--- src/rtl/mem_arb_pkg.sv ---
`default_nettype none
// ============================================================================
//  Module   : mem_arb_pkg
//  Purpose  : Shared types and default widths for the cache/memory arbiter.
//             arb_state_t - arbiter FSM states
//             grant_t     - which cache port owns the transaction
//  Revision : 1.0 - initial release
// ============================================================================
package mem_arb_pkg;

  localparam int C_ADDR_W = 16;
  localparam int C_LINE_W = 128;

  typedef enum logic [1:0] {
    IDLE   = 2'd0,
    I_BUSY = 2'd1,
    D_BUSY = 2'd2,
    RESP   = 2'd3
  } arb_state_t;

  typedef enum logic {
    GRANT_I = 1'b0,
    GRANT_D = 1'b1
  } grant_t;

endpackage
`default_nettype wire

--- src/rtl/cache_mem_arbiter.sv ---
`default_nettype none
// ============================================================================
//  Module   : cache_mem_arbiter
//  Purpose  : Round-robin arbiter placing the I-cache miss port and the D-cache
//             miss/writeback port onto a single physical-memory line port.
//             One transaction in flight; request fields are registered at
//             grant and read data is registered before being returned.
//  Ports    : clk, reset_n                 clock, async active-low reset
//             i_read/i_addr                I-cache line-fill request
//             i_rdata/i_resp               I-cache returned line / done pulse
//             d_read/d_write/d_addr/d_wdata D-cache fill or writeback request
//             d_rdata/d_resp               D-cache returned line / done pulse
//             pmem_read/pmem_write         memory strobes, held until pmem_resp
//             pmem_addr/pmem_wdata         registered memory address / line
//             pmem_rdata/pmem_resp         memory read line / completion
//  Revision : 1.0 - initial release
// ============================================================================
module cache_mem_arbiter
  import mem_arb_pkg::*;
#(
  parameter int ADDR_W = C_ADDR_W,
  parameter int LINE_W = C_LINE_W
) (
  input  logic              clk,
  input  logic              reset_n,
  input  logic              i_read,
  input  logic [ADDR_W-1:0] i_addr,
  output logic [LINE_W-1:0] i_rdata,
  output logic              i_resp,
  input  logic              d_read,
  input  logic              d_write,
  input  logic [ADDR_W-1:0] d_addr,
  input  logic [LINE_W-1:0] d_wdata,
  output logic [LINE_W-1:0] d_rdata,
  output logic              d_resp,
  output logic              pmem_read,
  output logic              pmem_write,
  output logic [ADDR_W-1:0] pmem_addr,
  output logic [LINE_W-1:0] pmem_wdata,
  input  logic [LINE_W-1:0] pmem_rdata,
  input  logic              pmem_resp
);

  arb_state_t r_state;
  arb_state_t w_state_next;
  grant_t     r_last_grant;
  grant_t     r_winner;
  grant_t     w_pick;
  logic       r_op_write;
  logic       w_grant;
  logic       w_req_i;
  logic       w_req_d;
  logic       w_busy;

  // --------------------------------------------------------------------------
  // State register
  // --------------------------------------------------------------------------
  always_ff @(posedge clk or negedge reset_n) begin
    if (!reset_n) begin
      r_state <= IDLE;
    end else begin
      r_state <= w_state_next;
    end
  end

  // --------------------------------------------------------------------------
  // Next-state and round-robin pick
  // --------------------------------------------------------------------------
  always_comb begin
    w_req_i      = i_read;
    w_req_d      = d_read | d_write;
    w_grant      = 1'b0;
    w_pick       = GRANT_I;
    w_state_next = r_state;

    // D wins when it is alone, or on a tie when I had the previous grant.
    if (w_req_d && (!w_req_i || (r_last_grant == GRANT_I))) begin
      w_pick = GRANT_D;
    end

    case (r_state)
      IDLE: begin
        if (w_req_i || w_req_d) begin
          w_grant      = 1'b1;
          w_state_next = (w_pick == GRANT_D) ? D_BUSY : I_BUSY;
        end
      end
      I_BUSY, D_BUSY: begin
        if (pmem_resp) begin
          w_state_next = RESP;
        end
      end
      RESP:    w_state_next = IDLE;
      default: w_state_next = IDLE;
    endcase
  end

  // --------------------------------------------------------------------------
  // Output decode: strobes follow the (asynchronously reset) state, so they
  // fall the instant reset_n is asserted.
  // --------------------------------------------------------------------------
  always_comb begin
    w_busy     = (r_state == I_BUSY) || (r_state == D_BUSY);
    pmem_read  = w_busy & ~r_op_write;
    pmem_write = w_busy &  r_op_write;
    i_resp     = (r_state == RESP) && (r_winner == GRANT_I);
    d_resp     = (r_state == RESP) && (r_winner == GRANT_D);
  end

  // --------------------------------------------------------------------------
  // Transaction fields and returned-line registers
  // --------------------------------------------------------------------------
  always_ff @(posedge clk or negedge reset_n) begin
    if (!reset_n) begin
      r_last_grant <= GRANT_I;
      r_winner     <= GRANT_I;
      r_op_write   <= 1'b0;
      pmem_addr    <= '0;
      pmem_wdata   <= '0;
      i_rdata      <= '0;
      d_rdata      <= '0;
    end else begin
      if (w_grant) begin
        r_last_grant <= w_pick;
        r_winner     <= w_pick;
        if (w_pick == GRANT_D) begin
          // Read and write together is malformed; the write takes precedence.
          r_op_write <= d_write;
          pmem_addr  <= d_addr;
          pmem_wdata <= d_wdata;
        end else begin
          r_op_write <= 1'b0;
          pmem_addr  <= i_addr;
          pmem_wdata <= '0;
        end
      end

      if (w_busy && pmem_resp && !r_op_write) begin
        if (r_winner == GRANT_D) begin
          d_rdata <= pmem_rdata;
        end else begin
          i_rdata <= pmem_rdata;
        end
      end
    end
  end

endmodule
`default_nettype wire

--- config.mk ---
export PLATFORM = sky130hd
export DESIGN_NAME = cache_mem_arbiter
export DESIGN_NICKNAME = d
export VERILOG_FILES = /design/src/rtl/mem_arb_pkg.sv /design/src/rtl/cache_mem_arbiter.sv
export SDC_FILE = /design/constraint.sdc
export NUM_CORES = 1
export LEC_CHECK = 0
export CELL_PAD_IN_SITES_DETAIL_PLACEMENT = 1
export CELL_PAD_IN_SITES_GLOBAL_PLACEMENT = 1
export CORE_AREA = 2 2 270 272
export CTS_BUF_LIST = sky130_fd_sc_hd__clkbuf_4
export DETAILED_ROUTE_END_ITERATION = 12
export DIE_AREA = 0 0 272 274
export PLACE_DENSITY = 0.54
export SYNTH_ARGS = -nofsm -noshare
export SYNTH_HDL_FRONTEND = slang
export SYNTH_SLANG_ARGS = --single-unit
--- constraint.sdc ---
create_clock -name clk -period 4.5 [get_ports clk]
set_input_delay 0.675 -clock clk [delete_from_list [all_inputs] [get_ports clk]]
set_output_delay 0.675 -clock clk [all_outputs]
set_load 0.03 [all_outputs]
Yosys cells after proc, flatten, opt, wreduce, memory -nomap -nowiden
Index checks and enable logic that the tools add are counted.
Widths: inputs -> output; s select.
{"block": "totals", "elab_cells": 42, "out_inout_bits": 404, "inputBits": 294, "ff_bits": 404}
{"block": "op_classes", "muxes": 10, "n_eq_ne": 5, "bitwise": 5, "reduce_logical": 15}
{"op": "$mux 128", "n": 1}
{"op": "$mux 16", "n": 1}
{"op": "$mux 2", "n": 3}
{"op": "$pmux 2 s3", "n": 1}
{"op": "$reduce_and 2->1", "n": 3}
{"op": "$logic_and 1x1->1", "n": 5}
{"op": "$eq 2x2->1 const B", "n": 2}
{"op": "$mux 1", "n": 4}
{"op": "$ne 2x2->1 const B", "n": 2}
{"op": "$logic_or 1x1->1", "n": 3}
{"op": "$and 1x1->1", "n": 2}
{"op": "$eq 2x1->1 const B", "n": 1}
{"op": "$logic_not 1->1", "n": 2}
{"op": "$logic_not 2->1", "n": 1}
{"op": "$not 1->1", "n": 2}
{"op": "$reduce_or 2->1", "n": 1}
{"op": "$or 1x1->1", "n": 1}

Longest topological paths before layout
{"block": "depth", "ltp_word": 7, "mapped_depth": 7, "ltp_nobuf": 5}

Worst setup path after synthesis
No wires, ideal clock.
{"block": "synth_timing", "kind": "flip-flop to flip-flop", "from": "reg r_state[0]", "to": "reg i_rdata[0]", "t_arrival_ps": 1970, "setup_ps": 125, "n_path_buf": 2, "synth_period_minus_slack_ps": 2095, "required_ps": 4375, "path_slack_ps": 2405, "path_stages_with_launch": 8, "path_cell_list": "dfrtp_1 -> inv_1 -> ha_1 -> nor2b_2 -> and3b_1 -> buf_4 -> buf_6 -> mux2_2"}
{"block": "synth_via", "elab_chain_cells": 5, "word_cells_on_any_way": 6, "cone_classes": "2 x eq/ne; 4 x reduce/logical"}
{"item": "start: declaration", "line": "cache_mem_arbiter.sv:44", "text": "arb_state_t r_state;"}
{"item": "start signal: assignment", "line": "cache_mem_arbiter.sv:62", "text": "r_state <= w_state_next;"}
{"item": "$eq 2x1->1 / $eq 2x2->1 (equally long branches)", "line": "cache_mem_arbiter.sv:103", "text": "w_busy = (r_state == I_BUSY) || (r_state == D_BUSY);"}
{"item": "$logic_or 1x1->1 (*)", "line": "cache_mem_arbiter.sv:103"}
{"item": "$logic_and 1x1->1 (*) (2 in a row)", "line": "cache_mem_arbiter.sv:138", "text": "if (w_busy && pmem_resp && !r_op_write) begin"}
{"item": "$reduce_and 2->1 (no line) (*)"}
{"item": "end signal: assignment", "line": "cache_mem_arbiter.sv:142", "text": "i_rdata <= pmem_rdata;"}
{"item": "end: declaration", "line": "cache_mem_arbiter.sv:28", "text": "output logic [LINE_W-1:0] i_rdata,"}
Mark *: on every way between the ends. The rest lies on a longest branch, timed or not.
A chain may end at the register's enable or synchronous reset.

Worst setup path in the final report
{"block": "layout_timing", "from": "reg r_state[0]", "to": "out pmem_read"}
{"block": "layout_via", "elab_chain_cells": 3, "word_cells_on_any_way": 4, "cone_classes": "2 x eq/ne; 1 x bitwise; 1 x reduce/logical"}
{"item": "$eq 2x1->1 / $eq 2x2->1 (equally long branches)", "line": "cache_mem_arbiter.sv:103"}
{"item": "$logic_or 1x1->1 (*)", "line": "cache_mem_arbiter.sv:103"}
{"item": "$and 1x1->1 (*)", "line": "cache_mem_arbiter.sv:104", "text": "pmem_read = w_busy & ~r_op_write;"}
{"item": "end: declaration", "line": "cache_mem_arbiter.sv:36", "text": "output logic pmem_read,"}
Marked as above.

==> flow_summary.ini <==
[outcome]
status = complete, no violations

[clocking]
numCtsBuffers = 114
htreeDepth = 3
clk_latency_ns = 0.86
cts_hold_buffers = 1
clock-root-buffer = clkbuf_4
clk_path_buf_depth = 3
clkSinkCount = 404
post_cts_buffers = 0
cts.clk_slew.worst_paths_ns = 0.07
tritoncts = yes
cts_resized = 0

[critical_path]
critPathMaxStageDelay_ns = 0.74
crit_chain = inv_1, ha_1, nor2b_2, clkdlybuf4s50_1
worstSetupStartpointType = flip-flop
worstSetupEndpointType = primary output
critical_path.top_delay_family = buffers and inverters
critPathMaxFanout = 5
cp_num_buf_inv = 2
worst-setup-path-type = reg2out
cpMaxStageDelayCell = clkdlybuf4s50_1
crit_required_ns = 3.83
critPathArrivalTime_ns = 2.61

[logic_synthesis]
syn-cell-area_sq_um = 15100
ys_seq_area_frac = 0.671
ys_ff_latch = 404
ys.flop_type = dfrtp_1
synth.net_count = 1220
yosysUniqueCellTypes = 24
synth_area_per_cell_sq_um = 16.3
yosysWarnings = 0
postSynthCellCount = 923
synth_edf_count = 0
async_flop_share = 1.00

[timing]
slew_headroom = 0.241
fmax_mhz = 304
fin_crit_sh = 0.730
fin_skew_ns = 0.0551
drv_slew = 0
period_minus_slack_ns = 3.29
rsz0062_at_grt = no
finalHoldViolations = 0
setup_viol = 0
fin_tns_setup_ns = 0
max_slew.worst_pin.slew_ns = 1.13
fin_ws_ns = 1.21

[detailed_routing]
avgRoutedWirePerCell_microns = 20.6
vias = 11300
drc = 0
drt-initial-drc-count = 312
drt_first_pass_iters = 4
drt-total-wl_microns = 56700
detail-route-antenna-nets = 0
vias_per_cell = 4.13

[final_layout]
area_growth_pct = 62.7
nFillCells = 7677
drive_gt1_frac = 0.256
fin_area_sq_um = 24500
final_cell_mix = 696 x clkdlybuf4s50_1, 404 x dfrtp_1, 257 x mux2_2
nets = 1990
final_common_cell = clkdlybuf4s50_1
finish.utilization = 0.341

[power_and_ir_drop]
powerDensity_nw_per_um2 = 846
total_power_w = 0.0207
vdd_drop_max_mv = 0.328
power_leakage_nw = 10.3

[die]
core_area_sq_um = 72000
die_w_microns = 272
start_util = 0.209
die_area_sq_um = 74500
fp-row-count = 99
die_h_microns = 274
io_pins = 698

[worst_hold_path]
min_path_type = in2reg

[grt]
grt_pass1_vias = 12700
grt_antenna_before_repair = 13
grt_use_total = 0.149
grt_pass1_wl_microns = 83500
grt_start_max_net_pins = 159
grt_overflow_total = 0

[run]
drv_cap = 0

[place]
port_buffers = 697
pre_cts_ws_ns = 1.43
finalWeightedCongestion = 0.799
dpl_cell_area_sq_um = 23100
hpwlAfterDp_microns = 41500
## through the flow
step / hold slack (ns) / std cells
6_report: 0.428 / 2747
5_1_grt: 0.300 / 2747
4_1_cts: 0.292 / 2741
3_5_place_dp: 0.473 / 2535
3_3_place_gp: 0.468 / 2535
2_1_floorplan: 0.379 / 923
## cells by family after synthesis
group           after synthesis  synth area share
flops                       404             0.671
compound gates              150            0.0843
fa+ha+maj                     3           0.00249
simple gates                 29           0.00897
buf+inv                      62            0.0292
mux                         275             0.204
## cells in the mapped netlist (2+ instances only)
library cell	count	area share
buf_2	24	0.0080
mux2_2	257	0.19
nand3_1	2	0.00066
buf_4	7	0.0035
buf_6	20	0.015
nand2_1	18	0.0045
mux2i_1	18	0.012
clkbuf_1	9	0.0022
a22o_1	128	0.074
o21ai_0	16	0.0053
nor2b_1	2	0.00083
ha_1	3	0.0025
dfrtp_1	404	0.67
inv_1	2	0.00050
a21oi_1	2	0.00066
and2_1	3	0.0012
## per-layer routing
metal / global-route usage / up-vias / wire, microns
met1: 0.159 / 5685 / 20700
met3: 0.0640 / 126 / 5670
li1: - / 4968 / -
met2: 0.263 / 554 / 28900
met4: 0.0481 / 4 / 1430
met5: 0 / - / 23
## final cells by class
type | count | area, sq um | area share
Clock inverter | 38 | 164 | 0.00669
Inverter | 2 | 7.51 | 0.000306
Tap cell | 959 | 1200 | 0.0490
Multi-Input combinational cell | 457 | 4540 | 0.185
Timing Repair Buffer | 714 | 7220 | 0.295
Sequential cell | 404 | 10100 | 0.412
Clock buffer | 167 | 1250 | 0.0512
Antenna cell | 6 | 15.0 | 0.000613
## power breakdown
part	switching (W)	internal (W)
logic	0.00609	0.00496
clock network	0.00162	0.00170
registers	0.000968	0.00539
## worst paths after layout
kind,from,to,slack [ns],depth (start not counted)
max in group asynchronous,reset_n,i_rdata[127]$_DFFE_PN0P_,2.95,3
min in group asynchronous,reset_n,i_rdata[48]$_DFFE_PN0P_,0.45,2
min reg2reg,pmem_addr[4]$_DFFE_PN0P_,pmem_addr[4]$_DFFE_PN0P_,0.48,2
min,d_wdata[7],pmem_wdata[7]$_DFFE_PN0P_,0.43,2
max reg2reg,r_state[0]$_DFFE_PN0P_,d_rdata[1]$_DFFE_PN0P_,1.73,6
max,r_state[0]$_DFFE_PN0P_,pmem_read,1.21,4
## sequential cells by signal, indices dropped and copies added (netlist names)
register    flops
i_rdata       128
pmem_addr      16
r_state         2
d_rdata       128
pmem_wdata    128
r_op_write      1
r_winner        1
Note: power is estimated with default switching activity, not from simulation.
